`config.mk`:
```
export PLATFORM = sky130hd
export DESIGN_NAME = hwpe_stream_tcdm_load_buffer
export DESIGN_NICKNAME = d
export VERILOG_FILES = /design/src/rtl/hwpe_stream_package.sv /design/src/rtl/hwpe_stream_fifo.sv /design/src/rtl/hwpe_stream_tcdm_load_buffer.sv
export SDC_FILE = /design/constraint.sdc
export NUM_CORES = 1
export LEC_CHECK = 0
export ABC_AREA = 1
export CORE_MARGIN = 3
export CORE_UTILIZATION = 52
export CTS_BUF_LIST = sky130_fd_sc_hd__clkbuf_4 sky130_fd_sc_hd__clkbuf_8
export DETAILED_ROUTE_END_ITERATION = 8
export HOLD_SLACK_MARGIN = 0.15
export PLACE_DENSITY = 0.89
export REMOVE_ABC_BUFFERS = 1
export SYNTH_ARGS = -nofsm -noshare
export SYNTH_HDL_FRONTEND = slang
export SYNTH_SLANG_ARGS = --single-unit
```
`constraint.sdc`:
```
create_clock -name clk_i -period 2.4 [get_ports clk_i]
set_clock_uncertainty 0.05 [all_clocks]
set_input_delay 0.48 -clock clk_i [delete_from_list [all_inputs] [get_ports clk_i]]
set_output_delay 0.48 -clock clk_i [all_outputs]
set_load 0.02 [all_outputs]
```
`src/rtl/hwpe_stream_package.sv`:
```
// Shared helpers for the HWPE stream blocks: counter sizing and byte-enable masks.
package hwpe_stream_package;

    // Widest byte-enable mask the helper can produce (2048-bit data words).
    localparam int unsigned MAX_BE_WIDTH = 256;

    // Counter width able to hold the values 0..depth inclusive.
    function automatic int unsigned cnt_width(input int unsigned depth);
        return $clog2(depth + 1);
    endfunction

    // Mask with the low nbytes bits set; callers truncate to their byte-enable width.
    function automatic logic [MAX_BE_WIDTH-1:0] be_all_ones(input int unsigned nbytes);
        logic [MAX_BE_WIDTH-1:0] m;
        m = '0;
        for (int unsigned i = 0; i < MAX_BE_WIDTH; i++) begin
            if (i < nbytes) m[i] = 1'b1;
        end
        return m;
    endfunction

endpackage

```
`src/rtl/hwpe_stream_fifo.sv`:
```
// Flop-based response FIFO; head word is presented straight from storage and
// forced to zero while empty so the stream output is clean out of reset.
module hwpe_stream_fifo #(
    parameter int unsigned DATA_WIDTH = 32,
    parameter int unsigned FIFO_DEPTH = 4
) (
    input  logic                  clk_i,
    input  logic                  rst_ni,
    input  logic                  clear_i,
    input  logic                  push_i,
    input  logic [DATA_WIDTH-1:0] data_i,
    input  logic                  pop_i,
    output logic                  valid_o,
    output logic [DATA_WIDTH-1:0] data_o
);

    localparam int unsigned PTR_W = (FIFO_DEPTH > 1) ? $clog2(FIFO_DEPTH) : 1;
    localparam int unsigned CNT_W = $clog2(FIFO_DEPTH + 1);
    localparam logic [PTR_W-1:0] PTR_LAST = PTR_W'(FIFO_DEPTH - 1);
    localparam logic [CNT_W-1:0] CNT_ONE  = CNT_W'(1);

    logic [FIFO_DEPTH-1:0][DATA_WIDTH-1:0] mem_q, mem_d;
    logic [PTR_W-1:0] wr_ptr_q, wr_ptr_d, rd_ptr_q, rd_ptr_d;
    logic [CNT_W-1:0] cnt_q, cnt_d;

    function automatic logic [PTR_W-1:0] ptr_next(input logic [PTR_W-1:0] p);
        return (p == PTR_LAST) ? '0 : p + PTR_W'(1);
    endfunction

    // Pointer/occupancy update; pop is only issued by the parent while valid_o is high.
    always_comb begin
        mem_d    = mem_q;
        wr_ptr_d = wr_ptr_q;
        rd_ptr_d = rd_ptr_q;
        cnt_d    = cnt_q;
        if (clear_i) begin
            wr_ptr_d = '0;
            rd_ptr_d = '0;
            cnt_d    = '0;
        end else begin
            if (push_i) begin
                mem_d[wr_ptr_q] = data_i;
                wr_ptr_d        = ptr_next(wr_ptr_q);
            end
            if (pop_i) rd_ptr_d = ptr_next(rd_ptr_q);
            if (push_i && !pop_i)      cnt_d = cnt_q + CNT_ONE;
            else if (!push_i && pop_i) cnt_d = cnt_q - CNT_ONE;
        end
    end

    // Storage and pointer registers.
    always_ff @(posedge clk_i or negedge rst_ni) begin
        if (!rst_ni) begin
            mem_q    <= '0;
            wr_ptr_q <= '0;
            rd_ptr_q <= '0;
            cnt_q    <= '0;
        end else begin
            mem_q    <= mem_d;
            wr_ptr_q <= wr_ptr_d;
            rd_ptr_q <= rd_ptr_d;
            cnt_q    <= cnt_d;
        end
    end

    // Head word presentation.
    always_comb begin
        valid_o = (cnt_q != '0);
        data_o  = valid_o ? mem_q[rd_ptr_q] : '0;
    end

endmodule

```
`src/rtl/hwpe_stream_tcdm_load_buffer.sv`:
```
// TCDM load buffer: turns an address stream into TCDM reads and returns the
// read data as a stream. A credit counter (in-flight + buffered) caps issue so
// the response FIFO can never overflow regardless of response latency.
module hwpe_stream_tcdm_load_buffer
    import hwpe_stream_package::*;
#(
    parameter int unsigned DATA_WIDTH = 32,
    parameter int unsigned DEPTH      = 4,
    parameter int unsigned CNT_WIDTH  = cnt_width(DEPTH)
) (
    input  logic                    clk_i,
    input  logic                    rst_ni,
    input  logic                    clear_i,
    input  logic                    enable_i,
    input  logic                    addr_valid_i,
    output logic                    addr_ready_o,
    input  logic [31:0]             addr_data_i,
    output logic                    tcdm_req_o,
    input  logic                    tcdm_gnt_i,
    output logic [31:0]             tcdm_add_o,
    output logic                    tcdm_wen_o,
    output logic [DATA_WIDTH/8-1:0] tcdm_be_o,
    output logic [DATA_WIDTH-1:0]   tcdm_data_o,
    input  logic [DATA_WIDTH-1:0]   tcdm_r_data_i,
    input  logic                    tcdm_r_valid_i,
    output logic                    data_valid_o,
    input  logic                    data_ready_i,
    output logic [DATA_WIDTH-1:0]   data_data_o,
    output logic [DATA_WIDTH/8-1:0] data_strb_o,
    output logic                    busy_o,
    output logic                    error_o
);

    localparam int unsigned BE_W = DATA_WIDTH / 8;
    localparam logic [BE_W-1:0]      BE_ONES   = BE_W'(be_all_ones(BE_W));
    localparam logic [CNT_WIDTH-1:0] CNT_ONE   = CNT_WIDTH'(1);
    localparam logic [CNT_WIDTH-1:0] CNT_LIMIT = CNT_WIDTH'(DEPTH);

    logic [CNT_WIDTH-1:0] credit_q, credit_d;
    logic [CNT_WIDTH-1:0] out_q, out_d;
    logic                 error_q, error_d;
    logic                 grant, pop, rsp_ok, rsp_spur;

    // Request path; held low during reset so nothing is issued before the counters are valid.
    always_comb begin
        tcdm_req_o   = rst_ni & addr_valid_i & enable_i & ~clear_i & (credit_q < CNT_LIMIT);
        addr_ready_o = tcdm_req_o & tcdm_gnt_i;
        tcdm_add_o   = addr_data_i;
        tcdm_wen_o   = 1'b1;
        tcdm_be_o    = BE_ONES;
        tcdm_data_o  = '0;
        grant        = addr_ready_o;
        pop          = data_valid_o & data_ready_i;
        // A response with nothing outstanding is a protocol error and is dropped;
        // anything arriving during clear is dropped silently.
        rsp_ok       = tcdm_r_valid_i & ~clear_i & (out_q != '0);
        rsp_spur     = tcdm_r_valid_i & ~clear_i & (out_q == '0);
    end

    // Credit/outstanding bookkeeping and sticky error.
    always_comb begin
        credit_d = credit_q;
        out_d    = out_q;
        error_d  = error_q | rsp_spur;
        if (clear_i) begin
            credit_d = '0;
            out_d    = '0;
            error_d  = 1'b0;
        end else begin
            if (grant && !pop)      credit_d = credit_q + CNT_ONE;
            else if (!grant && pop) credit_d = credit_q - CNT_ONE;
            if (grant && !rsp_ok)      out_d = out_q + CNT_ONE;
            else if (!grant && rsp_ok) out_d = out_q - CNT_ONE;
        end
    end

    // Counter and error registers.
    always_ff @(posedge clk_i or negedge rst_ni) begin
        if (!rst_ni) begin
            credit_q <= '0;
            out_q    <= '0;
            error_q  <= 1'b0;
        end else begin
            credit_q <= credit_d;
            out_q    <= out_d;
            error_q  <= error_d;
        end
    end

    hwpe_stream_fifo #(
        .DATA_WIDTH (DATA_WIDTH),
        .FIFO_DEPTH (DEPTH)
    ) i_rsp_fifo (
        .clk_i   (clk_i),
        .rst_ni  (rst_ni),
        .clear_i (clear_i),
        .push_i  (rsp_ok),
        .data_i  (tcdm_r_data_i),
        .pop_i   (pop),
        .valid_o (data_valid_o),
        .data_o  (data_data_o)
    );

    // Status and stream side-band.
    always_comb begin
        data_strb_o = BE_ONES;
        busy_o      = (out_q != '0) | data_valid_o;
        error_o     = error_q;
    end

endmodule

```
# ---- Word-level counts from Yosys, hierarchy flattened
# Cells that the tools add are included.
dict set report word_totals {
  regBits 142
  input_bits 72
  out_inout_bits 110
  wordCells 77
}
dict set report op_classes {
  n_addsub 8
  order_cmp 4
  n_eq_ne 2
  n_mux 22
  bitwise 12
  n_reduce_logical 19
}
# operator count
set op_table {}
lappend op_table {{bitwise mux 128 bit} 1}
lappend op_table {{two-way mux 32 bit} 3}
lappend op_table {{binary-select mux 32 bit (select 2 bit)} 1}
lappend op_table {{demux 32 bit (select 2 bit)} 1}
lappend op_table {{two-way mux 3 bit} 9}
lappend op_table {{nonzero test 3 bit} 5}
lappend op_table {{two-way mux 2 bit} 6}
lappend op_table {{adder 3 x 1 -> 3 bit, second input constant} 3}
lappend op_table {{AND 1 bit} 9}
lappend op_table {{subtractor 3 x 1 -> 3 bit, second input constant} 3}
lappend op_table {{logical AND 1 bit} 7}
lappend op_table {{< comparator 2 x 3 -> 1 bit, second input constant} 2}
lappend op_table {{adder 2 x 1 -> 2 bit, second input constant} 2}
lappend op_table {{== test 2 bit, second input constant} 2}
lappend op_table {{nonzero test 2 bit} 2}
lappend op_table {{logical NOT 1 bit} 3}
lappend op_table {{logical NOT 3 bit} 1}
lappend op_table {{< comparator 3 bit, second input constant} 1}
lappend op_table {{>= comparator 2 x 1 -> 1 bit, second input constant} 1}
lappend op_table {{bitwise OR 1 bit} 2}
lappend op_table {{AND reduction 2 bit} 1}
lappend op_table {{two-way mux 1 bit} 1}
lappend op_table {{inverter 1 bit} 1}

# ---- Depth between registers and ports, before layout
dict set report depth {
  depth_word 10
  mapped_depth 12
  depth_no_buf 12
}

# ---- By module
# A second synthesis with hierarchy kept.
dict set report hier_totals {
  cells_unflattened 984
  hier_area_um2 7770.0
}
# module n_inst cells_each area_each_um2 seq_area_each_um2
set modules_own_cells {}
lappend modules_own_cells {hwpe_stream_fifo 1 844 6725.2 3378.2}
lappend modules_own_cells {hwpe_stream_tcdm_load_buffer 1 140 1044.8 175.2}

# ---- Least setup slack after synthesis
# Ideal clock, no wire load.
dict set report synth_path {
  kind {reg2reg}
  from {register out_q[0]}
  to {register i_rsp_fifo.cnt_q[2]}
  setup_time_ps 117
  t_arrival_ps 1750
  required_ps 2233
  slack_ps 482
  stages_incl_launch_ff 12
  n_path_buf 0
  synth_period_minus_slack_ps 1918
  path_cell_list {dfrtp_1 inv_1 nand3_2 nand2_8 inv_1 nand2_1 inv_1 fa_1 xnor2_1 xor2_1 nand3_1 nand2_1}
}
dict set report synth_via {
  elab_chain_len 5
  word_cells_on_any_way 8
  cone_classes {2 x mux; 1 x bitwise; 5 x reduce/logical}
}
# item line_no
set synth_lines {}
lappend synth_lines {{start: declaration} hwpe_stream_tcdm_load_buffer.sv:40} ;# logic [CNT_WIDTH-1:0] out_q, out_d;
lappend synth_lines {{start signal: assignment} hwpe_stream_tcdm_load_buffer.sv:85} ;# out_q <= out_d;
lappend synth_lines {{nonzero test 3 bit (*)} hwpe_stream_tcdm_load_buffer.sv:56} ;# rsp_ok = tcdm_r_valid_i & ~clear_i & (out_q != '0);
lappend synth_lines {{AND 1 bit (*)} hwpe_stream_tcdm_load_buffer.sv:56}
lappend synth_lines {{logical AND 1 bit / logical NOT 1 bit (equally long branches)} {hwpe_stream_fifo.sv:46, hwpe_stream_fifo.sv:47}}
lappend synth_lines {{two-way mux 3 bit / logical AND 1 bit (equally long branches)} {hwpe_stream_fifo.sv:46, hwpe_stream_fifo.sv:47}}
lappend synth_lines {{two-way mux 3 bit / nonzero test 3 bit (equally long branches)} n/a}
lappend synth_lines {{end signal: assignment} hwpe_stream_fifo.sv:62} ;# cnt_q <= cnt_d;
lappend synth_lines {{end: declaration} hwpe_stream_fifo.sv:24} ;# logic [CNT_W-1:0] cnt_q, cnt_d;
# Mark *: on every way between the ends. The rest lies on a longest branch, timed or not.
# A chain may end at the register's enable or synchronous reset.

# ---- Worst setup path in the final report
dict set report layout_path {
  from {register i_rsp_fifo.rd_ptr_q[0]}
  to {output data_data_o[5]}
}
dict set report layout_via {
  elab_chain_len 3
}
# item line_no
set layout_lines {}
lappend layout_lines {{start: declaration} hwpe_stream_fifo.sv:23} ;# logic [PTR_W-1:0] wr_ptr_q, wr_ptr_d, rd_ptr_q, rd_ptr_d;
lappend layout_lines {{start signal: assignment} hwpe_stream_fifo.sv:61} ;# rd_ptr_q <= rd_ptr_d;
lappend layout_lines {{binary-select mux 32 bit (select 2 bit)} hwpe_stream_fifo.sv:69} ;# data_o = valid_o ? mem_q[rd_ptr_q] : '0;
lappend layout_lines {{two-way mux 32 bit (implied by the code)} hwpe_stream_fifo.sv:69}
lappend layout_lines {{two-way mux 32 bit} hwpe_stream_fifo.sv:69}
lappend layout_lines {{end: declaration} hwpe_stream_tcdm_load_buffer.sv:28} ;# output logic [DATA_WIDTH-1:0] data_data_o,
# No other way between the ends. The select of a mux whose other input is x is not followed.

==> reports/qor.txt <==
Status - complete, no violations
Antenna diode count - 0
RSZ-0062 raised after global routing - yes
Sequential element share of the synthesized area - 47.1%
Worst setup slack after placement - -30.6 ps
Antenna violations before repair - 0
Fill count - 1120
Relative slew slack - 33.7%
Number of distinct library cells after synthesis - 34
Vias per inst - 5.20
Synth Instances - 788
Worst Path Arrival - 1830 ps
HP Class - input port to async pin
DP HPWL - 11.8 mm
Commonest non-fill, non-tap cells in the layout - dfrtp_1 (141), o21ai_0 (120), nand2_1 (98), a21oi_1 (93), inv_1 (90)
Static leakage - 4.17 nW
Fraction of layout cells with a size suffix above 1 - 22.2%
Clock buffer depth - 2
Via count - 5407
Switch Pwr - 4.18 mW
Top cell type's share of synthesized area - 47.1%
Max-slew violations - 0
Layout net count - 927
Synth Area per Inst - 9.57 um^2
Yosys warning count - 0
Int Power - 6.71 mW
CP max FO - 7
Critical R2R Launch - out_q[0]$_DFFE_PN0P_
Global-route wire length before repair - 27.3 mm
F_max - 423 MHz
Routed WL per cell - 16.4 um
Pwr dens - 1250 nW/um^2
Worst EP required - 1870 ps
Max Cap Violations - 0
Die Y - 126 um
Sw Share - 38.4%
Die width - 126 um
Setup WS post-layout - 37.9 ps
Final WL - 17.1 mm
Final hold violation count - 0
RePlAce Congestion - 0.774
Skew-Pair Late Insertion Delay - 440 ps
Mapped Area - 7540 um^2
Register area - 3550 um^2
DR iter-0 viols - 421
Synth top area cells - dfrtp_1 (47%), mux2_4 (12%), o21ai_0 (8.3%), buf_4 (7.3%), a21oi_1 (6.5%)
First drt pass iteration count - 5
DRC Markers - 0
Die ar. - 16000 um^2
Slew @ Worst Pin - 994 ps
CP startpoint - i_rsp_fifo.rd_ptr_q[0]$_DFFE_PN0P_
Clk sinks - 142
Seq cells post-synth - 142
Total congestion overflow - 0
Core Area - 14000 um^2
Setup violations, final - 0
Endpoint class of the critical path - output port
Sequential fraction of design power - 36.1%
Root buf cell - clkbuf_8
Clock-pin slew on the worst setup and hold paths - 80 ps
Port bufs - 76
Worst reg2reg path depth - 11
End point of the critical path - data_data_o[5]
H-tree depth - 4
CTS buffer count - 17
Total Power - 10.9 mW
Tmin final - 2360 ps
Combinational group share of total power - 46.1%
Post-DRT Antenna Nets - 0
Top-level I/O count - 182
All-Layer GR Usage - 21.4%
CP Launch Type - register
Vias in the first global route - 5308
TritonCTS clock tree - built
Flop2flop setup slack - 460 ps
Worst vdd ir - 0.00107 V
Worst R2R End - i_rsp_fifo.cnt_q[2]$_DFFE_PN0P_
Crit path kind - register to output port
Starting Density - 53.7%
Multi-input gate area - 3030 um^2
Area delta synth->final - 15.3%
Period utilization - 98.4%
Largest net degree at the start of global routing - 80
Row count - 43
Commonest non-fill, non-tap cell in the layout - dfrtp_1
Clock Power Share - 17.8%
Hold-fix buffers, CTS - 0
Area leader, netlist - dfrtp_1
==> cells by family after synthesis <==
| group | synth area share, % |
|---|---|
| flops | 47.1 |
| buf+inv | 15.0 |
| fa+ha+maj | 1.63 |
| xor+xnor | 0.232 |
| simple gates | 7.59 |
| compound gates | 15.8 |
| mux | 12.5 |
| other cells | 0.0996 |
==> layer usage <==
metal,vias up,global-route usage [%],part of all wire (%)
met4,0,5.24,1.1
met5,-,1.24,0
li1,2580,-,-
met3,20,8.46,7.9
met2,204,32.2,45
met1,2603,29.1,46
==> worst min path at each step <==
| stage | startpoint | end | slack [ps] | cells past startpoint |
|---|---|---|---|---|
| floorplan | rst_ni | credit_q[0]$_DFFE_PN0P_ | 130 | 0 |
| global placement | out_q[0]$_DFFE_PN0P_ | out_q[0]$_DFFE_PN0P_ | 410 | 1 |
| detailed placement | out_q[0]$_DFFE_PN0P_ | out_q[0]$_DFFE_PN0P_ | 420 | 1 |
| CTS | rst_ni | i_rsp_fifo.cnt_q[2]$_DFFE_PN0P_ | 160 | 2 |
| global route | rst_ni | error_o$_DFF_PN0_ | 180 | 2 |
| finish | rst_ni | i_rsp_fifo.cnt_q[2]$_DFFE_PN0P_ | 140 | 2 |
==> flip-flops by register name, indices dropped and copies added, names as in the netlist <==
name                 flops
i_rsp_fifo.wr_ptr_q      2
i_rsp_fifo.cnt_q         3
credit_q                 3
i_rsp_fifo.mem_q       128
out_q                    3
i_rsp_fifo.rd_ptr_q      2
error_o                  1
==> power groups by stage <==
stage / Sequential, mW / Combinational, mW / Clock [mW]
final: 3.93 / 5.03 / 1.94
after global routing: 4.05 / 5.51 / 2.09
after CTS: 3.93 / 4.95 / 1.97
after detailed placement: 3.96 / 5.17 / 0
after global placement: 3.90 / 5.06 / 0
after floorplan: 3.89 / 3.10 / 0
==> synth_stat cells, drive strengths merged <==
cell and n:
dfrtp 142, o21ai 136, nand2 101, a21oi 98, buf 93, inv 93
mux2 64, clkbuf 23, nand3 10, nor2 9, ha 5, fa 3
conb 2, o22ai 2, a22oi 1, nand3b 1, nand4 1, nor3 1
or2 1, xnor2 1, xor2 1
==> through the flow <==
step | cell area, um^2 | hold slack, ps | TNS [ps] | utilization [%] | instances
floorplan | 6910 | 134 | -19110 | - | 711
global placement | 8330 | 412 | 0 | 59.4 | 1004
detailed placement | 8330 | 420 | -58.6 | 59.4 | 1004
CTS | 8690 | 160 | 0 | 61.9 | 1039
global route | 8690 | 176 | -337 | 61.9 | 1040
finish | 8690 | 137 | 0 | 61.9 | 1040
==> what timing repair did <==
| item | in CTS | in global routing |
|---|---|---|
| buffers inserted | 3 | 1 |
| resized for setup | 121 | 44 |
| pin swaps | 3 | 7 |
| setup endpoints to repair | 34 | 32 |
==> worst max-delay path: stages, from the launching register on <==
cell and delay [ps]:
dfrtp_2 490, buf_4 160, buf_4 140, a21oi_4 140, o21ai_2 80, a21oi_2 200, buf_4 170
==> cell type report <==
type,instances,share of cell area (%)
Tap cell,180,2.59
Clock buffer,23,3.35
Timing Repair Buffer,117,12.9
Sequential cell,142,40.9
Inverter,93,4.07
Clock inverter,9,1.27
Multi-Input combinational cell,476,34.9
Note: power is estimated with default switching activity, not from simulation.
